$ cat src/rtl/seq_pattern_gen_if.sv
// Handshake and serial-output bundle for seq_pattern_gen.
// The master side requests transfers and the slave side (the generator) drives the serial stream.
interface seq_pattern_gen_if #(
  parameter int REP_W = 4
) ();
  logic             start_i;
  logic [REP_W-1:0] reps_i;
  logic             abort_i;
  logic             out_o;
  logic             valid_o;
  logic             busy_o;
  logic             done_o;

  modport master (
    output start_i, reps_i, abort_i,
    input  out_o, valid_o, busy_o, done_o
  );

  modport slave (
    input  start_i, reps_i, abort_i,
    output out_o, valid_o, busy_o, done_o
  );
endinterface

$ cat src/rtl/seq_pattern_gen.sv
// Serial pattern transmitter: shifts PATTERN out MSB first, repeated a latched number of
// times with GAP idle cycles between repetitions; every output is registered.
module seq_pattern_gen #(
  parameter int               PAT_W   = 5,
  parameter logic [PAT_W-1:0] PATTERN = 5'b11001,
  parameter int               REP_W   = 4,
  parameter int               GAP     = 2
) (
  input  logic            clk,
  input  logic            rst_n,
  seq_pattern_gen_if.slave bus
);

  localparam int IDX_W = (PAT_W > 1) ? $clog2(PAT_W) : 1;
  localparam int GAP_W = (GAP > 1) ? $clog2(GAP) : 1;
  localparam logic [IDX_W-1:0] MSB_IDX  = IDX_W'(PAT_W - 1);
  localparam logic [GAP_W-1:0] GAP_LAST = GAP_W'((GAP > 0) ? GAP - 1 : 0);

  typedef enum logic [1:0] {
    IDLE    = 2'd0,
    SEND    = 2'd1,
    GAPPING = 2'd2
  } state_t;

  state_t           state_q;
  logic [IDX_W-1:0] bit_idx_q;
  logic [REP_W-1:0] reps_left_q;
  logic [GAP_W-1:0] gap_cnt_q;
  logic             out_q;
  logic             valid_q;
  logic             busy_q;
  logic             done_q;

  logic [IDX_W-1:0] bit_idx_d;

  // Index of the bit that goes out after the one currently on the line.
  assign bit_idx_d = bit_idx_q - IDX_W'(1);

  always_ff @(posedge clk or negedge rst_n) begin
    if (!rst_n) begin
      state_q     <= IDLE;
      bit_idx_q   <= '0;
      reps_left_q <= '0;
      gap_cnt_q   <= '0;
      out_q       <= 1'b0;
      valid_q     <= 1'b0;
      busy_q      <= 1'b0;
      done_q      <= 1'b0;
    end else begin
      done_q <= 1'b0;
      unique case (state_q)
        IDLE: begin
          if (bus.start_i && !bus.abort_i) begin
            state_q     <= SEND;
            bit_idx_q   <= MSB_IDX;
            reps_left_q <= (bus.reps_i == '0) ? REP_W'(1) : bus.reps_i;
            out_q       <= PATTERN[PAT_W-1];
            valid_q     <= 1'b1;
            busy_q      <= 1'b1;
          end
        end

        SEND: begin
          if (bus.abort_i) begin
            state_q <= IDLE;
            out_q   <= 1'b0;
            valid_q <= 1'b0;
            busy_q  <= 1'b0;
          end else if (bit_idx_q != '0) begin
            bit_idx_q <= bit_idx_d;
            out_q     <= PATTERN[bit_idx_d];
          end else if (reps_left_q > REP_W'(1)) begin
            // Repetitions are counted down when the next one is committed to.
            if (GAP > 0) begin
              state_q   <= GAPPING;
              gap_cnt_q <= GAP_LAST;
              out_q     <= 1'b0;
              valid_q   <= 1'b0;
            end else begin
              reps_left_q <= reps_left_q - REP_W'(1);
              bit_idx_q   <= MSB_IDX;
              out_q       <= PATTERN[PAT_W-1];
            end
          end else begin
            state_q <= IDLE;
            out_q   <= 1'b0;
            valid_q <= 1'b0;
            busy_q  <= 1'b0;
            done_q  <= 1'b1;
          end
        end

        GAPPING: begin
          if (bus.abort_i) begin
            state_q <= IDLE;
            out_q   <= 1'b0;
            valid_q <= 1'b0;
            busy_q  <= 1'b0;
          end else if (gap_cnt_q == '0) begin
            state_q     <= SEND;
            reps_left_q <= reps_left_q - REP_W'(1);
            bit_idx_q   <= MSB_IDX;
            out_q       <= PATTERN[PAT_W-1];
            valid_q     <= 1'b1;
          end else begin
            gap_cnt_q <= gap_cnt_q - GAP_W'(1);
          end
        end

        default: begin
          state_q <= IDLE;
          out_q   <= 1'b0;
          valid_q <= 1'b0;
          busy_q  <= 1'b0;
        end
      endcase
    end
  end

  assign bus.out_o   = out_q;
  assign bus.valid_o = valid_q;
  assign bus.busy_o  = busy_q;
  assign bus.done_o  = done_q;

endmodule

$ cat src/flat_wrapper.sv
// flat-port wrapper written by rule: the top's interface ports become plain ports
module seq_pattern_gen_flat 
#(
  parameter int               PAT_W   = 5,
  parameter logic [PAT_W-1:0] PATTERN = 5'b11001,
  parameter int               REP_W   = 4,
  parameter int               GAP     = 2
)
  (clk, rst_n, bus_start_i, bus_reps_i, bus_abort_i, bus_out_o, bus_valid_o, bus_busy_o, bus_done_o);
  seq_pattern_gen_if #(.REP_W(REP_W)) bus_i ();
  input  logic clk;
  input  logic rst_n;
  input wire logic [$bits(bus_i.start_i)-1:0] bus_start_i;
  input wire logic [$bits(bus_i.reps_i)-1:0] bus_reps_i;
  input wire logic [$bits(bus_i.abort_i)-1:0] bus_abort_i;
  output wire logic [$bits(bus_i.out_o)-1:0] bus_out_o;
  output wire logic [$bits(bus_i.valid_o)-1:0] bus_valid_o;
  output wire logic [$bits(bus_i.busy_o)-1:0] bus_busy_o;
  output wire logic [$bits(bus_i.done_o)-1:0] bus_done_o;
  assign bus_i.start_i = bus_start_i;
  assign bus_i.reps_i = bus_reps_i;
  assign bus_i.abort_i = bus_abort_i;
  assign bus_out_o = bus_i.out_o;
  assign bus_valid_o = bus_i.valid_o;
  assign bus_busy_o = bus_i.busy_o;
  assign bus_done_o = bus_i.done_o;
  seq_pattern_gen #(.PAT_W(PAT_W), .PATTERN(PATTERN), .REP_W(REP_W), .GAP(GAP)) u_core (.clk(clk), .rst_n(rst_n), .bus(bus_i));
endmodule
$ cat config.mk
export PLATFORM = sky130hd
export DESIGN_NAME = seq_pattern_gen_flat
export DESIGN_NICKNAME = d
export VERILOG_FILES = /design/src/rtl/seq_pattern_gen_if.sv /design/src/rtl/seq_pattern_gen.sv /design/src/flat_wrapper.sv
export SDC_FILE = /design/constraint.sdc
export NUM_CORES = 1
export LEC_CHECK = 0
export ABC_AREA = 1
export BUFFER_PORTS_ARGS = -buffer_cell sky130_fd_sc_hd__clkbuf_2
export CORE_MARGIN = 5
export CORE_UTILIZATION = 55
export CTS_CLUSTER_DIAMETER = 100
export CTS_CLUSTER_SIZE = 20
export DETAILED_ROUTE_END_ITERATION = 10
export PLACE_DENSITY = 0.83
export SYNTH_ARGS = -nofsm -noshare
export SYNTH_HDL_FRONTEND = slang
export SYNTH_SLANG_ARGS = --single-unit
export TNS_END_PERCENT = 50
$ cat constraint.sdc
create_clock -name clk -period 1.65 [get_ports clk]
set_input_delay 0.33 -clock clk [delete_from_list [all_inputs] [get_ports clk]]
set_output_delay 0.33 -clock clk [all_outputs]
set_load 0.1 [all_outputs]
# Yosys cells after proc, flatten, opt, wreduce, memory -nomap -nowiden
# Memory sizes are Yosys's and may differ from the RTL's.
# Index checks and enable logic that the tools add are counted.
[word_totals] reg_bits=14 mem_bits_ro=8 inputBits=8 out_inout_bits=4 wordCells=84 mem_count=1
[classes] add_sub_neg=3 magnitude_cmp=2 eq_ne=13 muxes=43 n_reduce_logical=14
[mem_list] memory="(name not given)" words=8 width=1 rd=1 rd_ports_with_merged_regs=0 wr=0 line_no="seq_pattern_gen.sv:71" rtl="out_q <= PATTERN[bit_idx_d];"
[op_table] cell="$mux W1" n=21
[op_table] cell="$mux W4" n=4
[op_table] cell="$mux W3" n=5
[op_table] cell="$mux W2" n=6
[op_table] cell="$ne A2 B2 Y1 const B" n=5
[op_table] cell="$ne A3 B3 Y1 const B" n=3
[op_table] cell="$pmux W1 S3" n=3
[op_table] cell="$pmux W3 S3" n=1
[op_table] cell="$pmux W4 S2" n=1
[op_table] cell="$reduce_and A4 Y1" n=2
[op_table] cell="$ne A2 B1 Y1 const B" n=3
[op_table] cell="$pmux W2 S3" n=1
[op_table] cell="$reduce_and A6 Y1" n=1
[op_table] cell="$reduce_bool A3 Y1" n=2
[op_table] cell="$reduce_and A5 Y1" n=1
[op_table] cell="$gt A4 B1 Y1 const B" n=1
[op_table] cell="$logic_not A4 Y1" n=1
[op_table] cell="$lt A3 B4 Y1 const B" n=1
[op_table] cell="$reduce_bool A2 Y1" n=2
[op_table] cell="$sub A4 B1 Y4 const B" n=1
[op_table] cell="$reduce_and A3 Y1" n=1
[op_table] cell="$sub A3 B1 Y3 const B" n=1
[op_table] cell="$eq A2 B1 Y1 const B" n=1
[op_table] cell="$eq A2 B2 Y1 const B" n=1
[op_table] cell="other kinds (6)" n=6

# Logic depth before layout (Yosys ltp)
[depth] ltp_word=6 depth_mapped=10

# Worst setup path after synthesis
# Ideal clock, no wire load.
[synth_timing] kind="reg2out" startpoint="register u_core.busy_q (netlist: u_core.bus.busy_o)" endpoint="output port bus_busy_o" arrival_ps=898 required_ps=1320 slack_ps=422 stages_incl_launch_ff=1 n_path_buf=0 cell_sequence="dfrtp_1"
[synth_rtl] item="start: declaration" line_no="seq_pattern_gen.sv:31" rtl="logic busy_q;"
[synth_rtl] item="start signal: assignment" line_no="seq_pattern_gen.sv:47" rtl="busy_q <= 1'b0;"
[synth_rtl] item="start signal: assignment" line_no="seq_pattern_gen.sv:59" rtl="busy_q <= 1'b1;"
[synth_rtl] item="start signal: assignment" line_no="seq_pattern_gen.sv:68" rtl="busy_q <= 1'b0;"
[synth_rtl] item="end: declaration" line_no="flat_wrapper.sv:18" rtl="output wire logic [$bits(bus_i.busy_o)-1:0] bus_busy_o;"
# No word-level cell between the ends.

# Worst setup path in the final report
[layout_timing] startpoint="register u_core.out_q (netlist: u_core.bus.out_o)" endpoint="output port bus_out_o"
[layout_rtl] item="start: declaration" line_no="seq_pattern_gen.sv:29" rtl="logic out_q;"
[layout_rtl] item="start signal: assignment" line_no="seq_pattern_gen.sv:57" rtl="out_q <= PATTERN[PAT_W-1];"
[layout_rtl] item="start signal: assignment" line_no="seq_pattern_gen.sv:71"
[layout_rtl] item="start signal: assignment" line_no="seq_pattern_gen.sv:82" rtl="out_q <= PATTERN[PAT_W-1];"
[layout_rtl] item="end: declaration" line_no="flat_wrapper.sv:16" rtl="output wire logic [$bits(bus_i.out_o)-1:0] bus_out_o;"
# No word-level cell between the ends.

==> qor.csv <==
stage;metric;value;unit
run_status;result_of_the_run;complete, no violations;
pwr;ir_drop;0.00154;V
synthesis;syn_avg_cell_area;6.90;um2
timing;number_of_slew_limit_violations_in_the_final_report;0;
global_routing;groute.usage.overall;15.7;%
worst_setup_path;critical_path.cell_chain;clkbuf_2;
clocking;clkSinkCount;14;
synthesis;synth-xor-area-share;0;%
placed_design;placedCellCount;155;
worst_setup_path;arrival_time_reported_for_the_critical_path_endpoint;1.09;ns
timing;max_slew.worst_pin.slew;0.540;ns
global_routing;via_count_of_the_first_global_routing_pass;761;
route;first_pass_iters;4;
synthesis;yosysWarningCount;0;
worst_setup_path;critPathMaxStageDelay;0.46;ns
clocking;ctsLongestPathBuffers;2;
pwr;design_power_total;2.09;mW
floorplanning;die_width;50.1;um
route;drt_wl_total;1690;um
synthesis;synthesis.nets;140;
finish;ant_diodes;0;
finish;multiInputGateArea;462;um2
synthesis;synthAdderAreaFrac;5.67;%
synthesis;synth_seq_cells;14;
timing;fmax;705;MHz
finish;stdcell_area;991;um2
floorplanning;core_region_area;1510;um2
synthesis;synth_area;883;um2
placed_design;detailedPlacementHpwl;1370;um
worst_setup_path;crit_path_start_kind;flop;
route;post-route-drc-count;0;
finish;finish.net_count;157;
hold_path;min_from;bus_reps_i[0];
global_routing;grt-ovfl-total;0;
timing;final_hold_viol_count;0;
finish;post_route_cells_drive_above_1_share;16.1;%
worst_setup_path;regToRegStartpoint;u_core.bit_idx_q[0];
timing;timing.final.crit_share;85.9;%
timing;grt_setup_unrepaired;false;
route;vias_per_cell;5.08;
clocking;clk_pin_slew_worst_paths;0.07;ns
timing;finalCriticalPeriod;1.42;ns
route;via_count;808;
global_routing;grt_pass1_wl;3110;um
clocking;htreeDepth;1;
timing;clock-skew-final;0.00442;ns
clocking;cts_made_buffers;3;
job;cap_viol_max_count;0;
route;routedWlPerCell;10.6;um
global_routing;grt_antenna_before_repair;0;
worst_setup_path;worst-setup-path-type;reg -> out;
placed_design;place.port_buffers;11;
worst_setup_path;timing.critical_path.fanout_max;2;
synthesis;postSynthCellCount;128;
worst_setup_path;critical-path-top-delay-family;buffers and inverters;
clocking;cts.root.buffer_cell;sky130_fd_sc_hd__clkbuf_4;
synthesis;synth_top_family_by_area;simple AND/OR/NAND/NOR gates;
worst_setup_path;worstSetupEndpointType;primary output;
worst_setup_path;crit_path_start;u_core.bus.out_o;
finish;final-instance-count-excl-fill;159;
synthesis;synthDistinctLibCells;14;
clocking;cts_resizes;0;
floorplanning;floorplan.rows;14;
timing;final_setup_violation_count;0;
placed_design;place.gp.congestion;0.976;
global_routing;grt_start_max_net_pins;15;
synthesis;muxShareOfSynthArea;0;%
pwr;power.static_leakage;0.573;nW
finish;num-fill-cells;144;
route;drt_first_iter_violations;22;
floorplanning;die_height;50.1;um
floorplanning;total_die_area;2510;um2
timing;timing.slew.headroom;64.2;%
floorplanning;floorplan.initialDensity;58.6;%
synthesis;post_synthesis_compound_gate_area_fraction;2.83;%
finish;layout.core_utilization;65.8;%
placed_design;placedInstanceArea;958;um2
clocking;clock_latency;0.28;ns
worst_setup_path;cp_num_buf_inv;1;
synthesis;synth_simple_gate_area_share;43.8;%
worst_setup_path;cp.required;1.32;ns
timing;fin_tns_setup;0;ns
route;ant_nets;0;
worst_setup_path;crit_path_top_delay_cell;sky130_fd_sc_hd__clkbuf_2;
finish;flow.area_growth_from_synthesis;12.2;%
clocking;cts_tree;yes;
floorplanning;io-pin-count;12;
finish;register_area;350;um2
pwr;powerDensity;2110;nW/um2
synthesis;synth.yosys.seq_area_share;39.7;%
hold_path;min-delay-path-class;in -> reg;
[area by class of cell]
type / instances / share of cell area (%)
repair buffers: 12 / 6.57
flip-flops and latches: 14 / 35.4
multi-input cells: 95 / 46.6
clock buffers: 3 / 2.27
inverters: 19 / 7.20
well taps: 16 / 2.02
[final timing paths]
check                                   endpoint  slack [ns]  cells past startpoint
setup / recovery                       bus_out_o        0.23                      1
hold / removal             u_core.reps_left_q[0]        0.37                      5
setup reg to reg                u_core.bus.out_o        0.31                     10
hold reg to reg               u_core.bus.valid_o        0.48                      2
max in group asynchronous       u_core.bus.out_o        0.91                      2
min in group asynchronous  u_core.reps_left_q[2]        0.48                      2
[kinds of logic (layout without fill, tap and decap cells)]
family | count (synthesis) | after routing
AND/OR/NAND/NOR | 86 | 86
adder cells (fa/ha/maj) | 4 | 4
flip-flops | 14 | 14
AO/OA/AOI/OAI | 5 | 5
buffers and inverters | 19 | 34
[Yosys cell counts]
library cell	n	area [um2]
sky130_fd_sc_hd__nand2_1	50	188
sky130_fd_sc_hd__ha_1	4	50.1
sky130_fd_sc_hd__nand2_4	1	11.3
sky130_fd_sc_hd__nor2_4	1	11.3
sky130_fd_sc_hd__a21oi_1	1	5.00
sky130_fd_sc_hd__dfrtp_1	14	350
sky130_fd_sc_hd__nor2_1	11	41.3
sky130_fd_sc_hd__nand3_1	15	75.1
sky130_fd_sc_hd__nor3_1	1	5.00
sky130_fd_sc_hd__nand3_4	1	17.5
sky130_fd_sc_hd__nor2_2	3	18.8
sky130_fd_sc_hd__o21ai_0	4	20.0
sky130_fd_sc_hd__nand2_2	3	18.8
sky130_fd_sc_hd__inv_1	19	71.3
[worst min-delay path, cell delays in order]
cell and delay (ns):
sky130_fd_sc_hd__clkbuf_2 0.08, sky130_fd_sc_hd__nor2_1 0.03, sky130_fd_sc_hd__nand2_1 0.05, sky130_fd_sc_hd__nand3_1 0.07
sky130_fd_sc_hd__nand2_1 0.06
[timing repair]
item | CTS | global route
hold endpoints to repair | 14 | 0
hold buffers | 1 | 0
buffers inserted | 0 | 0
[sequential cells by signal (all words and copies together) (netlist names)]
register / cells
u_core.bus.out_o: 1
u_core.bus.busy_o: 1
u_core.bus.valid_o: 1
u_core.state_q: 2
u_core.bit_idx_q: 3
u_core.bus.done_o: 1
u_core.reps_left_q: 4
u_core.gap_cnt_q: 1
[per-layer routing]
layer / vias to the layer above / share of wire (%) / GRT usage (%)
met1: 365 / 48 / 21.5
met4: 0 / 1.1 / 3.06
met2: 18 / 44 / 23.2
met5: - / 0 / 0
li1: 421 / - / -
met3: 4 / 6.7 / 6.02
[where the power goes]
part,switching (mW),leakage [nW],internal (mW)
registers,0.136,0.172,0.500
clock network,0.103,0.0138,0.0847
logic,0.911,0.387,0.356
total,1.15,0.573,0.940
[cells in the final DEF (no fill, tap or decap)]
| cell type | Yosys | routed |
|---|---|---|
| sky130_fd_sc_hd__a21oi_1 | 1 | 1 |
| sky130_fd_sc_hd__clkbuf_2 | 0 | 11 |
| sky130_fd_sc_hd__clkbuf_4 | 0 | 3 |
| sky130_fd_sc_hd__dfrtp_1 | 14 | 14 |
| sky130_fd_sc_hd__dlygate4sd3_1 | 0 | 1 |
| sky130_fd_sc_hd__ha_1 | 4 | 4 |
| sky130_fd_sc_hd__inv_1 | 19 | 19 |
| sky130_fd_sc_hd__nand2_1 | 50 | 50 |
| sky130_fd_sc_hd__nand2_2 | 3 | 3 |
| sky130_fd_sc_hd__nand2_4 | 1 | 1 |
| sky130_fd_sc_hd__nand3_1 | 15 | 15 |
| sky130_fd_sc_hd__nand3_4 | 1 | 1 |
| sky130_fd_sc_hd__nor2_1 | 11 | 11 |
| sky130_fd_sc_hd__nor2_2 | 3 | 3 |
| sky130_fd_sc_hd__nor2_4 | 1 | 1 |
| sky130_fd_sc_hd__nor3_1 | 1 | 1 |
| sky130_fd_sc_hd__o21ai_0 | 4 | 4 |
[through the flow]
stage | hold slack, ns | setup slack (ns)
6_report | 0.367 | 0.232
5_1_grt | 0.393 | 0.175
4_1_cts | 0.360 | 0.219
3_5_place_dp | 0.254 | 0.336
3_3_place_gp | 0.250 | 0.332
2_1_floorplan | 0.0344 | 0.422
Power figures use the tool's default switching activity.
